### src/rtl/fdt_label_seq.sv
// fdt_label_seq: debounces per-frame NN decisions into finger UP/DOWN levels.
// A shift register holds the last decisions; either the ones/zeros count in the
// window or the length of the current run of equal decisions is compared against
// separate enter-UP and enter-DOWN thresholds, giving hysteresis.
// Optional build macro FDT_LABEL_STAT_EN adds saturating UP/DOWN entry counters.
module fdt_label_seq #(
   parameter int MAX_SEQ = 16,
   parameter int CNT_W   = 5
) (
   input  logic             clk,
   input  logic             rstn,
   input  logic             soft_clr,
   input  logic             rg_label_seq_init_en,
   input  logic             rg_label_dec_mode,
   input  logic [4:0]       rg_label_up_memcnt_th,
   input  logic [4:0]       rg_label_dn_memcnt_th,
   input  logic [3:0]       rg_label_memseq_len,
   input  logic             dec_result,
   input  logic             dec_result_vld,
   output logic             ro_fdt_result_up,
   output logic             ro_fdt_result_down,
   output logic             fdt_evt,
   output logic [CNT_W-1:0] seq_ones
`ifdef FDT_LABEL_STAT_EN
   ,
   output logic [15:0]      ro_up_evt_cnt,
   output logic [15:0]      ro_dn_evt_cnt
`endif
);

   typedef enum logic [1:0] {
      ST_UNK  = 2'd0,
      ST_DOWN = 2'd1,
      ST_UP   = 2'd2
   } state_t;

   localparam logic [CNT_W-1:0] RUN_MAX = {CNT_W{1'b1}};

   state_t             state_q;
   logic [MAX_SEQ-1:0] seq_q, seq_d;
   logic [4:0]         fill_q, fill_d;
   logic [CNT_W-1:0]   run1_q, run1_d;
   logic [CNT_W-1:0]   run0_q, run0_d;
   logic [CNT_W-1:0]   seqOnes_q;
   logic               upLvl_q, dnLvl_q, evt_q;
   logic [4:0]         winLen, onesCnt, zerosCnt;
   logic               decideEn, upHit, dnHit, enterUp, enterDn;

   // Window length is the programmed length plus one, so 1..16 entries.
   assign winLen = {1'b0, rg_label_memseq_len} + 5'd1;

   // Next-sample datapath: shift, fill tracking, run counters, window popcount
   // and the threshold hits, all evaluated on the post-sample values so the
   // decision lands on the same edge that captures the decision.
   always_comb begin
      seq_d   = seq_q;
      fill_d  = fill_q;
      run1_d  = run1_q;
      run0_d  = run0_q;
      onesCnt = '0;
      if (dec_result_vld) begin
         seq_d  = {seq_q[MAX_SEQ-2:0], dec_result};
         fill_d = (fill_q >= winLen) ? winLen : fill_q + 5'd1;
         if (dec_result) begin
            run1_d = (run1_q == RUN_MAX) ? RUN_MAX : run1_q + 1'b1;
            run0_d = '0;
         end else begin
            run1_d = '0;
            run0_d = (run0_q == RUN_MAX) ? RUN_MAX : run0_q + 1'b1;
         end
      end
      for (int i = 0; i < MAX_SEQ; i++) begin
         if (i < int'(winLen)) begin
            onesCnt = onesCnt + {4'd0, seq_d[i]};
         end
      end
      zerosCnt = winLen - onesCnt;
      // Run mode always decides; count mode waits for a full window unless
      // the window is defined as pre-filled with zeros.
      decideEn = rg_label_dec_mode | rg_label_seq_init_en | (fill_d == winLen);
      if (rg_label_dec_mode) begin
         upHit = (rg_label_up_memcnt_th != 5'd0) && (run1_d >= CNT_W'(rg_label_up_memcnt_th));
         dnHit = (rg_label_dn_memcnt_th != 5'd0) && (run0_d >= CNT_W'(rg_label_dn_memcnt_th));
      end else begin
         upHit = (rg_label_up_memcnt_th != 5'd0) && (onesCnt >= rg_label_up_memcnt_th);
         dnHit = (rg_label_dn_memcnt_th != 5'd0) && (zerosCnt >= rg_label_dn_memcnt_th);
      end
      upHit   = upHit & dec_result_vld & decideEn;
      dnHit   = dnHit & dec_result_vld & decideEn;
      enterUp = upHit && (state_q != ST_UP);
      enterDn = dnHit && !enterUp && (state_q != ST_DOWN);
   end

   // Sample history, counters and the UNK/DOWN/UP state machine with its
   // registered level and change-event outputs; clear beats a coincident sample.
   always_ff @(posedge clk) begin
      if (!rstn || soft_clr) begin
         seq_q     <= '0;
         fill_q    <= '0;
         run1_q    <= '0;
         run0_q    <= '0;
         seqOnes_q <= '0;
         state_q   <= ST_UNK;
         upLvl_q   <= 1'b0;
         dnLvl_q   <= 1'b0;
         evt_q     <= 1'b0;
      end else begin
         seq_q  <= seq_d;
         fill_q <= fill_d;
         run1_q <= run1_d;
         run0_q <= run0_d;
         evt_q  <= 1'b0;
         if (dec_result_vld) begin
            seqOnes_q <= rg_label_dec_mode ? run1_d : CNT_W'(onesCnt);
         end
         if (enterUp) begin
            state_q <= ST_UP;
            upLvl_q <= 1'b1;
            dnLvl_q <= 1'b0;
            evt_q   <= 1'b1;
         end else if (enterDn) begin
            state_q <= ST_DOWN;
            upLvl_q <= 1'b0;
            dnLvl_q <= 1'b1;
            evt_q   <= 1'b1;
         end
      end
   end

   assign ro_fdt_result_up   = upLvl_q;
   assign ro_fdt_result_down = dnLvl_q;
   assign fdt_evt            = evt_q;
   assign seq_ones           = seqOnes_q;

`ifdef FDT_LABEL_STAT_EN
   logic [15:0] upEvtCnt_q, dnEvtCnt_q;

   // Saturating counts of entries into UP and into DOWN since the last clear.
   always_ff @(posedge clk) begin
      if (!rstn || soft_clr) begin
         upEvtCnt_q <= '0;
         dnEvtCnt_q <= '0;
      end else begin
         if (enterUp && (upEvtCnt_q != 16'hFFFF)) begin
            upEvtCnt_q <= upEvtCnt_q + 16'd1;
         end
         if (enterDn && (dnEvtCnt_q != 16'hFFFF)) begin
            dnEvtCnt_q <= dnEvtCnt_q + 16'd1;
         end
      end
   end

   assign ro_up_evt_cnt = upEvtCnt_q;
   assign ro_dn_evt_cnt = dnEvtCnt_q;
`endif

endmodule
### config.mk
export PLATFORM = sky130hd
export DESIGN_NAME = fdt_label_seq
export DESIGN_NICKNAME = d
export VERILOG_FILES = /design/src/rtl/fdt_label_seq.sv
export SDC_FILE = /design/constraint.sdc
export NUM_CORES = 1
export LEC_CHECK = 0
export BUFFER_PORTS_ARGS = -buffer_cell sky130_fd_sc_hd__clkbuf_2
export CAP_MARGIN = 20
export CORE_MARGIN = 2
export CORE_UTILIZATION = 40
export DETAILED_ROUTE_END_ITERATION = 7
export HOLD_SLACK_MARGIN = 0.1
export PLACE_DENSITY = 0.57
export SYNTH_ARGS = -nofsm -noshare
export SYNTH_HDL_FRONTEND = slang
export SYNTH_SLANG_ARGS = --single-unit
### constraint.sdc
create_clock -name clk -period 16.1 [get_ports clk]
set_input_delay 0.805 -clock clk [delete_from_list [all_inputs] [get_ports clk]]
set_output_delay 0.805 -clock clk [all_outputs]
set_load 0.01 [all_outputs]
### Word level (Yosys, flattened, before mapping)

Index checks and enable logic that the tools add are counted.
Widths: inputs -> output; s select.

| word-level totals | value |
|---|---|
| output and inout bits | 8 |
| input bits | 21 |
| word-level logic and storage cells | 109 |
| flip-flop bits (word level) | 40 |

| cells by class | value |
|---|---|
| bitwise logic cells | 6 |
| mux-type cells | 34 |
| equal/unequal tests | 5 |
| reductions and logical operators | 14 |
| magnitude comparators | 21 |
| add/subtract/negate cells | 20 |

Operators with widths:

| cell | count |
|---|---|
| $mux 5 | 24 |
| $add 5x1->5 | 15 |
| $lt 4x5->1 const A | 8 |
| $ge 5x5->1 | 5 |
| $lt 3x5->1 const A | 4 |
| $mux 16 | 1 |
| $add 5x1->5 const B | 3 |
| $eq 5x5->1 const B | 2 |
| $lt 1x5->1 const A | 2 |
| $lt 2x5->1 const A | 2 |
| $reduce_bool 5->1 | 2 |
| $logic_and 1x1->1 | 7 |
| $mux 1 | 7 |
| $add 4x1->5 const B | 1 |
| $eq 5x5->1 | 1 |
| $sub 5x5->5 | 1 |
| $and 1x1->1 | 4 |
| $mux 2 | 2 |
| $logic_not 1->1 | 2 |
| $ne 2x1->1 const B | 1 |
| $ne 2x2->1 const B | 1 |
| $or 1x1->1 | 2 |
| $reduce_bool 2->1 | 1 |
| $reduce_or 2->1 | 1 |
| $logic_or 1x1->1 | 1 |

### Depth between registers and ports, before layout

Gate-level depths: netlist of run 1.

| logic depth | value |
|---|---|
| word-level depth | 44 |
| gate-level depth with buffers | 61 |
| mapped depth without buffers | 60 |

### Least setup slack after synthesis of run 1

Ideal clock, no wire load.

| path | value |
|---|---|
| path type | input-to-reg |
| start | input dec_result_vld |
| end | register evt_q (netlist: fdt_evt) |
| stages | 59 |
| setup slack | 4287 ps |
| data required time | 16029 ps |
| arrival | 11743 ps |
| buffers on the path | 2 |
| library setup time | 71 ps |
| cell sequence | clkbuf_1 > clkbuf_1 > mux2_2 > ha_1 > mux2_2 > ha_1 > mux2_2 > ha_1 > nor2b_1 > a21oi_1 > inv_1 > ha_1 > nor2_1 > nor2_1 > ha_1 > nand2_1 > o31ai_1 > ha_1 > [... 23 more ...] > ha_1 > nand2_1 > o21ai_0 > o22a_1 > a21oi_1 > a211oi_2 > xor2_1 > inv_1 > ha_1 > a21oi_1 > xnor2_1 > xnor2_1 > ha_1 > o21ai_0 > a221oi_1 > nand4_1 > a21o_1 > a21oi_1 |

| on the way | value |
|---|---|
| elaborated cells on any way between the ends | 58 |
| classes of those cells | add/sub: 16; order compare: 4; eq/ne: 1; mux: 24; bitwise: 5; reduce/logical: 8 |

RTL lines:

| item | line | RTL |
|---|---|---|
| from (decl) | 19 | `input logic dec_result_vld,` |
| $mux 16 * | 61 | `if (dec_result_vld) begin` |
| named net seq_d[1] | 40 | `logic [MAX_SEQ-1:0] seq_q, seq_d;` |
| $add 5x1->5 * | 74 | `onesCnt = onesCnt + {4'd0, seq_d[i]};` |
| $mux 5 * | 73 | `if (i < int'(winLen)) begin` |
| $add 5x1->5 | 74 |  |
| $mux 5 * | 73 |  |
| $add 5x1->5 | 74 |  |
| $mux 5 * | 73 |  |
| [... 18 more ...] | -- |  |
| $add 5x1->5 | 74 |  |
| $mux 5 * | 73 |  |
| $add 5x1->5 | 74 |  |
| $mux 5 * | 73 |  |
| $add 5x1->5 | 74 |  |
| $mux 5 * | 73 |  |
| parallel branches: the longest is 10 deep, another holds $sub 5x5->5 | -- |  |
| $mux 1 * | 116 | `if (enterUp) begin` |
| to (signal assigned) | 112 | `evt_q <= 1'b0;` |
| to (signal assigned) | 120 | `evt_q <= 1'b1;` |
| to (signal assigned) | 125 | `evt_q <= 1'b1;` |
| to (decl) | 45 | `logic upLvl_q, dnLvl_q, evt_q;` |

Mark *: on every way through the listed nets, which the timed path passes.
A chain may end at the register's enable or synchronous reset.

### Worst setup path after layout of run 1

| path | value |
|---|---|
| start | input rg_label_memseq_len[0] |
| end | register evt_q (netlist: fdt_evt) |

| on the way | value |
|---|---|
| word-level cells in the longest chain between the ends | 44 |
| elaborated cells on any way between the ends | 70 |
| classes of those cells | add/sub: 17; order compare: 19; eq/ne: 1; mux: 22; bitwise: 5; reduce/logical: 6 |

Ends and longest elaborated chain:

| item | line | RTL |
|---|---|---|
| from (decl) | 17 | `input logic [3:0] rg_label_memseq_len,` |
| $add 4x1->5 * | 50 | `assign winLen = {1'b0, rg_label_memseq_len} + 5'd1;` |
| parallel branches: the longest is 42 deep, another holds $lt 1x5->1 | -- |  |
| $mux 1 * | 116 |  |

Mark *: on every way between the ends.

==> metrics.txt, run 1 <==
outcome complete, no violations; r2r setup slk 4.31 ns; commonest cells after routing, fill and taps aside ha_1 (62), nand2_1 (52), a21oi_1 (43); Fin Setup TNS 0 ns; worst reg2reg path depth slightly below 60; clock-pin slew on the worst setup and hold paths 0.06 ns; vias in the first global route 4,233; P per Cell Area roughly 58 nW/um^2; FF-to-FF End fdt_evt$_SDFF_PP0_; fraction of registers with async set/reset 0%; H-tree depth 2; largest net degree at the start of global routing 34; syn_nets 699; crit end category register; Slowest-stage cell, CP ha_1; Clock Tree Buf Depth 2; Clock Latency Late Sink 0.29 ns; FILL cells ~1,200; Max-Cap Viols 0; DIE AREA 13,150 um^2; sequential fraction of the synthesis area approximately 16%; area grow syn2layout 8.146%; Primary FF master, synth dfxtp_1; die height 114.7 um; worst slew pin tran 0.6846 ns; Root Buffer clkbuf_16; Hold Path Class register to register; Core Util, Final 44.30%; Port Buffers 28; initial antenna violation count 0; Post-CTS Hold Buffers 0; total power draw between 300 and 400 uW; DRT Wirelength 11.82 mm; # IOs 29; library cells used by synthesis 74; most used routing layer met2; met3 usage under 10%; die width about 110 um; share of cells above drive strength 1 12.42%; max-slew violations 0; worst relative slew slack 54.36%; first-pass GRT wire length about 20 mm; M2 GR Usage between 30% and 40%; synth warn 0; Peak supply drop 0.03215 mV; Antenna Nets Post-Route 0; routed vias/inst around 5.7; Vias 4,383; Ant. Diodes 0; delay of the slowest cell on the worst path approximately 0.66 ns; Post-synth EDFFs 0; RR Startpoint seq_q[0]$_SDFF_PP0_; setup bufs post-CTS 0; starting density of the core about two fifths; hold path cells 2; Tot GR Track Use 18.39%; register bit total from synthesis 39; Pre-Repair DR Iteration Count 5; average routed wire per standard cell around 15 um; worst hold start seq_ones[2]$_SDFFE_PP0P_; Setup Skew 0.004005 ns; minimum clock period about 13 ns; worst hold endpoint seq_ones[2]$_SDFFE_PP0P_; Row Count 40; Core Area 11,960 um^2; unrepaired setup endpoints after global routing no; commonest non-fill, non-tap cell in the layout ha_1; Syn Area/Cell 7.967 um^2; crit-path most repeated cell ha_1; routability-driven placement congestion ratio 0.8512; CTS resizes 0; starting DRC count in detailed routing about 270; Critical Path Start Type input port; clock sinks 39; cts bufs inserted 5; Setup WS pre-CTS between 2 and 3 ns; Total Nets Final 711; DRC viols 0; Final setup violation count 0; FMAX 76.05 MHz; period utilization 81.68%; Leak around 2.4 nW; M1 GR Usage 23.23%; final hold vios 0; dpl hpwl 9.373 mm; CP max FO 21; final setup margin between 2 and 3 ns; mapped cell area 4900 um^2; critical path arrival 13.36 ns; CTS tree built; Worst Path Required 16.31 ns; Synth Instances between 600 and 700; grt ovf 0; CP Class input port to register
## registers in the layout (all words and copies together), names as in the netlist
signal and count:
state_q 1, seq_ones 5, ro_fdt_result_up 1, run0_q 5
fill_q 5, fdt_evt 1, seq_q 16, run1_q 5
## how the worst max path moves through the flow
stage                     slack (ns)            endpoint  depth (start not counted)                    from
after floorplan                 4.29  fdt_evt$_SDFF_PP0_                         59          dec_result_vld
after global placement          3.20  fdt_evt$_SDFF_PP0_                         61  rg_label_memseq_len[0]
after detailed placement        2.71  fdt_evt$_SDFF_PP0_                         61  rg_label_memseq_len[0]
after CTS                       2.99  fdt_evt$_SDFF_PP0_                         61  rg_label_memseq_len[0]
after global routing            1.94  fdt_evt$_SDFF_PP0_                         61  rg_label_memseq_len[0]
final                           2.95  fdt_evt$_SDFF_PP0_                         61  rg_label_memseq_len[0]
## report_power, final
group / total, mW / internal (mW) / switching [mW]
Sequential: 0.0987 / 0.0977 / 0.00102
Combinational: 0.0921 / 0.0376 / 0.0546
Clock: 0.119 / 0.0732 / 0.0456
## synthesized netlist by cell type (6+ instances only)
cell	instances	share of area [%]
a211oi_1	9	1.4
a21o_1	13	2.0
a21oi_1	43	4.4
and2_1	31	4.0
and3_1	10	1.3
buf_2	6	0.61
clkbuf_1	16	1.2
dfxtp_1	39	16
ha_1	62	16
inv_1	32	2.5
mux2_2	21	4.8
mux2i_1	17	3.5
nand2_1	52	4.0
nand2b_1	20	2.6
nand3_1	16	1.6
nand4_1	6	0.77
nor2_1	37	2.8
nor2b_1	13	1.7
nor3_1	7	0.71
o21ai_0	29	3.0
o31ai_1	9	1.4
xnor2_1	23	4.1
xor2_1	12	2.1
## metrics by stage
step,std cells,hold slack (ns),area (um^2)
2_1_floorplan,615,0.4881,4900
3_3_place_gp,767,0.4711,5130
3_5_place_dp,767,0.4830,5130
4_1_cts,775,0.4979,5299
5_1_grt,775,0.5189,5299
6_report,775,0.4937,5299
## metal layers
layer  vias up  share of wire [%]
li1       2232                  -
met1      2057                 47
met2        83                 49
met3        11                3.0
met4         0                1.3
met5         -                  0
## cell type report
class,instances,area [um^2],share of cell area (%)
clock buffers,5,125.1,2.361
clock inverters,3,43.79,0.8264
inverters,32,120.1,2.267
multi-input cells,519,3890,73.41
flip-flops and latches,39,780.7,14.73
well taps,147,183.9,3.471
repair buffers,30,155.1,2.928
## critical path, delay by kind of cell
| family | cells | cell delay, ns |
|---|---|---|
| adders and majority gates | 18 | 5.39 |
| AOI/OAI and AO/OA | 17 | 2.83 |
| and+or+nand+nor | 16 | 2.14 |
| muxes | 4 | 1.18 |
| xor gates and xnor gates | 3 | 0.59 |
| buffers and inverters | 3 | 0.41 |
## logic make-up after synthesis
| group | after synthesis | share of synthesized area [%] |
|---|---|---|
| compound gates | 153 | 21.55 |
| mux | 39 | 8.529 |
| simple gates | 223 | 24.41 |
| buf+inv | 57 | 4.673 |
| xor+xnor | 40 | 8.453 |
| fa+ha+maj | 64 | 16.45 |
| flops | 39 | 15.93 |
(Power assumes the default switching activity.)
==> inputs of run 2 (changes only) <==
==> constraint.sdc (replaced) <==
create_clock -name clk -period 12.7 [get_ports clk]
set_input_delay 0.635 -clock clk [delete_from_list [all_inputs] [get_ports clk]]
set_output_delay 0.635 -clock clk [all_outputs]
set_load 0.01 [all_outputs]
==> metrics.txt, run 2 (synthesis results as in run 1) <==
FF-to-FF End fdt_evt$_SDFF_PP0_; crit end category register; CP max FO 14 (-33%); Tot GR Track Use 18.04% (-0.35 points); delay of the slowest cell on the worst path 0.40 ns (-0.26 ns); Finished Layout Cells 783 (+1.0%); storage element area 780.7 um^2 (unchanged); area of the multi-input gates 3928 um^2 (+0.97%); Total Nets Final 719 (+1.1%); area grow syn2layout 10.27%; max-slew violations 0 (unchanged); die width 114.7 um (unchanged); largest net degree at the start of global routing 33 (-2.9%); routed vias/inst 5.479 (-3.1%); DRC viols 0 (unchanged); H-tree depth 2 (unchanged); dpl hpwl 9.326 mm (-0.51%); clock power share 38.0% (-0.4 points); routability-driven placement congestion ratio 0.8504 (about the same); total power draw 392.5 uW (+27%); Clock Tree Buf Depth 2 (unchanged); Critical Path Start Type input port; outcome complete, no violations; cts bufs inserted 5 (unchanged); # placed instances 774 (+0.91%); Psw 126.1 uW (+24%); P per Cell Area 72.64 nW/um^2 (+24%); unrepaired setup endpoints after global routing no; Row Count 40 (unchanged); critical path arrival 12.12 ns (-1.24 ns); Vias 4,290 (-2.1%); Fin Setup TNS 0 ns (unchanged); worst hold start state_q[0]$_SDFFE_PP0P_; Pre-Repair DR Iteration Count 4 (-1); final setup margin 0.7818 ns (-2.168 ns); Core Area 11,960 um^2 (unchanged); Largest register FFs 16 (unchanged); commonest cells after routing, fill and taps aside ha_1 (61), nand2_1 (51), a21oi_1 (42); worst hold endpoint state_q[0]$_SDFFE_PP0P_; Final setup violation count 0 (unchanged); grt ovf 0 (unchanged); Port Buffers 28 (unchanged); period utilization a little over nine tenths; Gate power share 30.1% (+0.3 points); Sw Share 32.12% (-0.58 points); Root Buffer clkbuf_16; Core Util, Final 45.17% (+0.87 points); FMAX 83.91 MHz; Post-CTS Hold Buffers 0 (unchanged); vias in the first global route 4,059 (-4.1%); Slowest-stage cell, CP or3_1; FILL cells 1,196 (-0.91%); clock sinks 39 (unchanged); starting density of the core 40.96% (unchanged); Worst Path Required 12.91 ns (-3.40 ns); Ant. Diodes 0 (unchanged); average routed wire per standard cell 14.78 um (-3.1%); first-pass GRT wire length 19.26 mm (-2.9%); Setup Skew 0.003731 ns (-0.0002731 ns); sequential power share 31.9% (about the same); crit-path most repeated cell ha_1; Max-Cap Viols 0 (unchanged); Top reg by flops seq_q; die height 114.7 um (unchanged); worst hold slack 0.4803 ns (-0.01340 ns); Antenna Nets Post-Route 0 (unchanged); Clock Latency Late Sink 0.28 ns (about the same); Design Area, Final 5403 um^2 (+2.0%); Leak 2.400 nW (+1.9%); DRT Wirelength 11.58 mm (-2.1%); starting DRC count in detailed routing 247 (-7.1%); Setup WS pre-CTS 0.09552 ns (-2.618 ns); hold path cells 2 (unchanged); worst reg2reg path depth 55 (-5.2%); clock-pin slew on the worst setup and hold paths 0.06 ns (about the same); commonest non-fill, non-tap cell in the layout ha_1; Peak supply drop 0.05371 mV (+67%); r2r setup slk 1.35 ns (-2.96 ns); minimum clock period roughly 12 ns; Hold Path Class register to register; Placed Instance Area 5182 um^2 (+1.0%); Int Pwr 266.4 uW (+28%); worst slew pin tran 0.6218 ns (-0.06284 ns); CP Class input port to register; RR Startpoint seq_q[0]$_SDFF_PP0_; DIE AREA 13,150 um^2 (unchanged); CTS tree built; share of cells above drive strength 1 14.62% (+2.2 points); worst relative slew slack 58.55% (+4.2 points); initial antenna violation count 0 (unchanged); # IOs 29 (unchanged); final hold vios 0 (unchanged)
==> run 2: worst max-delay path, delay by kind of cell <==
kind / cells / cell delay (ns)
multiplexers: 4 / 1.18
adder cells (fa/ha/maj): 18 / 4.87
AND/OR/NAND/NOR: 17 / 2.11
XOR/XNOR: 4 / 0.76
buffers and inverters: 3 / 0.41
AO/OA/AOI/OAI: 13 / 2.18
==> run 2: how the worst max path moves through the flow <==
stage | from | to | slack (ns) | cells past startpoint
after floorplan | dec_result_vld | fdt_evt$_SDFF_PP0_ | 1.06 | 59
after global placement | rg_label_memseq_len[1] | fdt_evt$_SDFF_PP0_ | 0.41 | 61
after detailed placement | rg_label_memseq_len[1] | fdt_evt$_SDFF_PP0_ | 0.1 | 61
after CTS | rg_label_memseq_len[1] | fdt_evt$_SDFF_PP0_ | 0.38 | 61
after global routing | rg_label_memseq_len[1] | fdt_evt$_SDFF_PP0_ | 0.02 | 61
final | rg_label_memseq_len[1] | fdt_evt$_SDFF_PP0_ | 0.78 | 59
==> run 2: area by class of cell <==
class / instances / share of cell area [%]
multi-input combinational: 519 / 72.70
sequential: 39 / 14.45
timing repair buffer: 38 / 4.099
tap: 147 / 3.404
clock buffer: 5 / 2.316
inverter: 32 / 2.223
clock inverter: 3 / 0.8106
==> run 2: timing repair <==
item,4_1_cts,5_1_grt
hold endpoints to repair,0,0
resized for setup,0,13
endpoints found under the setup margin,0,3
setup buffers,0,1
==> run 2: per-layer routing <==
layer	vias to the layer above	wire (um)	part of all wire [%]	global-route usage (%)
met5	-	0	0	0
met4	0	123	1.1	3.984
met3	9	220	1.9	1.694
met2	46	5823	50	32.90
met1	1991	5408	47	22.90
li1	2244	-	-	-
==> run 2: power groups by stage <==
stage               clock [mW]  combinational, mW  sequential [mW]
floorplan                    0             0.0892            0.128
global placement             0              0.114            0.128
detailed placement           0              0.117            0.128
CTS                      0.152              0.117            0.125
global route             0.157              0.136            0.125
finish                   0.149              0.118            0.125
==> inputs of run 3 (changes only) <==
--- a/config.mk
+++ b/config.mk
@@ -11,7 +11,7 @@
 export CORE_UTILIZATION = 40
 export DETAILED_ROUTE_END_ITERATION = 7
 export HOLD_SLACK_MARGIN = 0.1
-export PLACE_DENSITY = 0.57
+export PLACE_DENSITY = 0.59
 export SYNTH_ARGS = -nofsm -noshare
 export SYNTH_HDL_FRONTEND = slang
 export SYNTH_SLANG_ARGS = --single-unit
==> constraint.sdc (replaced) <==
create_clock -name clk -period 10.4 [get_ports clk]
set_input_delay 0.52 -clock clk [delete_from_list [all_inputs] [get_ports clk]]
set_output_delay 0.52 -clock clk [all_outputs]
set_load 0.01 [all_outputs]
==> metrics.txt, run 3 (synthesis results as in run 1) <==
worst relative slew slack 52.94% (-5.6 points); Ant. Diodes 0 (unchanged); period utilization 102.9%; M2 GR Usage 37.87% (+5.0 points); Leak 2.968 nW (+24%); Clock Latency Late Sink 0.28 ns (about the same); M1 GR Usage 25.83% (+2.9 points); r2r setup slk -0.03 ns (-1.38 ns); CTS tree built; Worst Path Required 10.61 ns (-2.30 ns); Tot GR Track Use 21.04% (+3.0 points); CP Class input port to register; Peak supply drop 0.04793 mV (-11%); starting density of the core 40.96% (unchanged); grt ovf 0 (unchanged); Pre-Repair DR Iteration Count 4 (unchanged); failing checks negative setup slack; first-pass GRT wire length 22.68 mm (+18%); crit-path most repeated cell ha_4; commonest non-fill, non-tap cell in the layout buf_4; P per Cell Area 84.96 nW/um^2 (+17%); starting DRC count in detailed routing 244 (-1.2%); dpl hpwl 10.21 mm (+9.5%); initial antenna violation count 0 (unchanged); clock sinks 39 (unchanged); final hold vios 0 (unchanged); unrepaired setup endpoints after global routing yes; Critical Path End fdt_evt$_SDFF_PP0_; FF-to-FF End fdt_evt$_SDFF_PP0_; # IOs 29 (unchanged); routability-driven placement congestion ratio 0.8290 (-2.5%); worst hold slack 0.5012 ns (+0.02097 ns); outcome complete, but fails checks; routed vias/inst 5.531 (+0.95%); share of cells above drive strength 1 32.07% (+17 points); die width 114.7 um (unchanged); Vias 4,884 (+14%); crit end category register; Root Buffer clkbuf_16; average routed wire per standard cell 15.37 um (+4.0%); Antenna Nets Post-Route 0 (unchanged); final setup margin -0.2982 ns (-1.080 ns); FMAX 93.47 MHz; Max-Cap Viols 0 (unchanged); Setup Skew 0.007096 ns (+0.003364 ns); cts bufs inserted 5 (unchanged); Post-CTS Hold Buffers 0 (unchanged); area grow syn2layout 33.38%; Core Area 11,960 um^2 (unchanged); H-tree depth 2 (unchanged); worst reg2reg path depth 57 (+3.6%); max-slew violations 0 (unchanged); Final setup violation count 3 (+3); Largest register FFs 16 (unchanged); die height 114.7 um (unchanged); DRC viols 0 (unchanged); most used routing layer met2; worst slew pin tran 0.7059 ns (+0.08418 ns); Port Buffers 28 (unchanged); Clock Tree Buf Depth 2 (unchanged); commonest cells after routing, fill and taps aside buf_4 (108), ha_1 (48), nand2_1 (45); Top reg by flops seq_q; Setup WS pre-CTS -1.064 ns (-1.159 ns); DIE AREA 13,150 um^2 (unchanged); Slowest-stage cell, CP or3_4; critical path arrival 10.91 ns (-1.21 ns); CP max FO 4 (-10); clock-pin slew on the worst setup and hold paths 0.06 ns (about the same); Total Nets Final 819 (+14%); Row Count 40 (unchanged); Fin Setup TNS -0.8276 ns (-0.8276 ns); Critical Path Start Type input port; vias in the first global route 4,951 (+22%); delay of the slowest cell on the worst path 0.33 ns (-0.07 ns); RR Startpoint seq_q[0]$_SDFF_PP0_; met3 usage 2.170% (+0.48 points); largest net degree at the start of global routing 33 (unchanged); Hold Path Class register to register; minimum clock period between 10 and 15 ns; worst setup path startpoint rg_label_memseq_len[1]; DRT Wirelength 13.57 mm (+17%)
-- run 3: what timing repair did --
action | CTS | global route
setup endpoints to repair | 3 | 3
buffers inserted | 36 | 8
resized for setup | 24 | 23
pin swaps | 35 | 14
-- run 3: worst min path at each step --
stage	from	end	slack, ns	cells after the start
finish	seq_ones[2]$_SDFFE_PP0P_	seq_ones[2]$_SDFFE_PP0P_	0.50	2
CTS	ro_fdt_result_up$_SDFFE_PP0P_	ro_fdt_result_up$_SDFFE_PP0P_	0.50	2
floorplan	state_q[0]$_SDFFE_PP0P_	state_q[0]$_SDFFE_PP0P_	0.49	2
global placement	state_q[0]$_SDFFE_PP0P_	state_q[0]$_SDFFE_PP0P_	0.47	2
detailed placement	state_q[0]$_SDFFE_PP0P_	state_q[0]$_SDFFE_PP0P_	0.49	2
global route	ro_fdt_result_up$_SDFFE_PP0P_	ro_fdt_result_up$_SDFFE_PP0P_	0.53	2
-- run 3: report_power, final --
| part | switching (mW) | internal [mW] |
|---|---|---|
| Sequential | 0.00164 | 0.151 |
| Combinational | 0.120 | 0.132 |
| Clock | 0.0616 | 0.0885 |
| Total | 0.183 | 0.372 |
-- run 3: worst max-delay path: cells and delay by family --
| kind | cells | cell delay, ns |
|---|---|---|
| and+or+nand+nor | 16 | 1.72 |
| muxes | 4 | 1.11 |
| adders and majority gates | 19 | 4.56 |
| buffers and inverters | 4 | 0.46 |
| xor gates and xnor gates | 3 | 0.43 |
| AOI/OAI and AO/OA | 13 | 2.10 |
-- run 3: final cells by class --
cell class,count,area (um^2)
well taps,147,183.9
clock inverters,2,12.51
flip-flops and latches,39,780.7
clock buffers,6,128.9
repair buffers,138,1002
fillers,1089,5426
multi-input cells,519,4307
inverters,32,120.1
-- run 3: routing by layer --
metal	vias up	part of all wire, %
li1	2457	-
met2	85	49
met3	27	2.6
met4	0	2.7
met5	-	0
met1	2315	46
-- run 3: through the flow --
stage / cells / area, um^2 / utilization, % / power, mW
floorplan: 615 / 5136 / - / 0.2841
global placement: 831 / 5804 / 48.53 / 0.3406
detailed placement: 831 / 5804 / 48.53 / 0.3472
CTS: 875 / 6347 / 53.06 / 0.5372
global route: 883 / 6535 / 54.63 / 0.5910
finish: 883 / 6535 / 54.63 / 0.5552
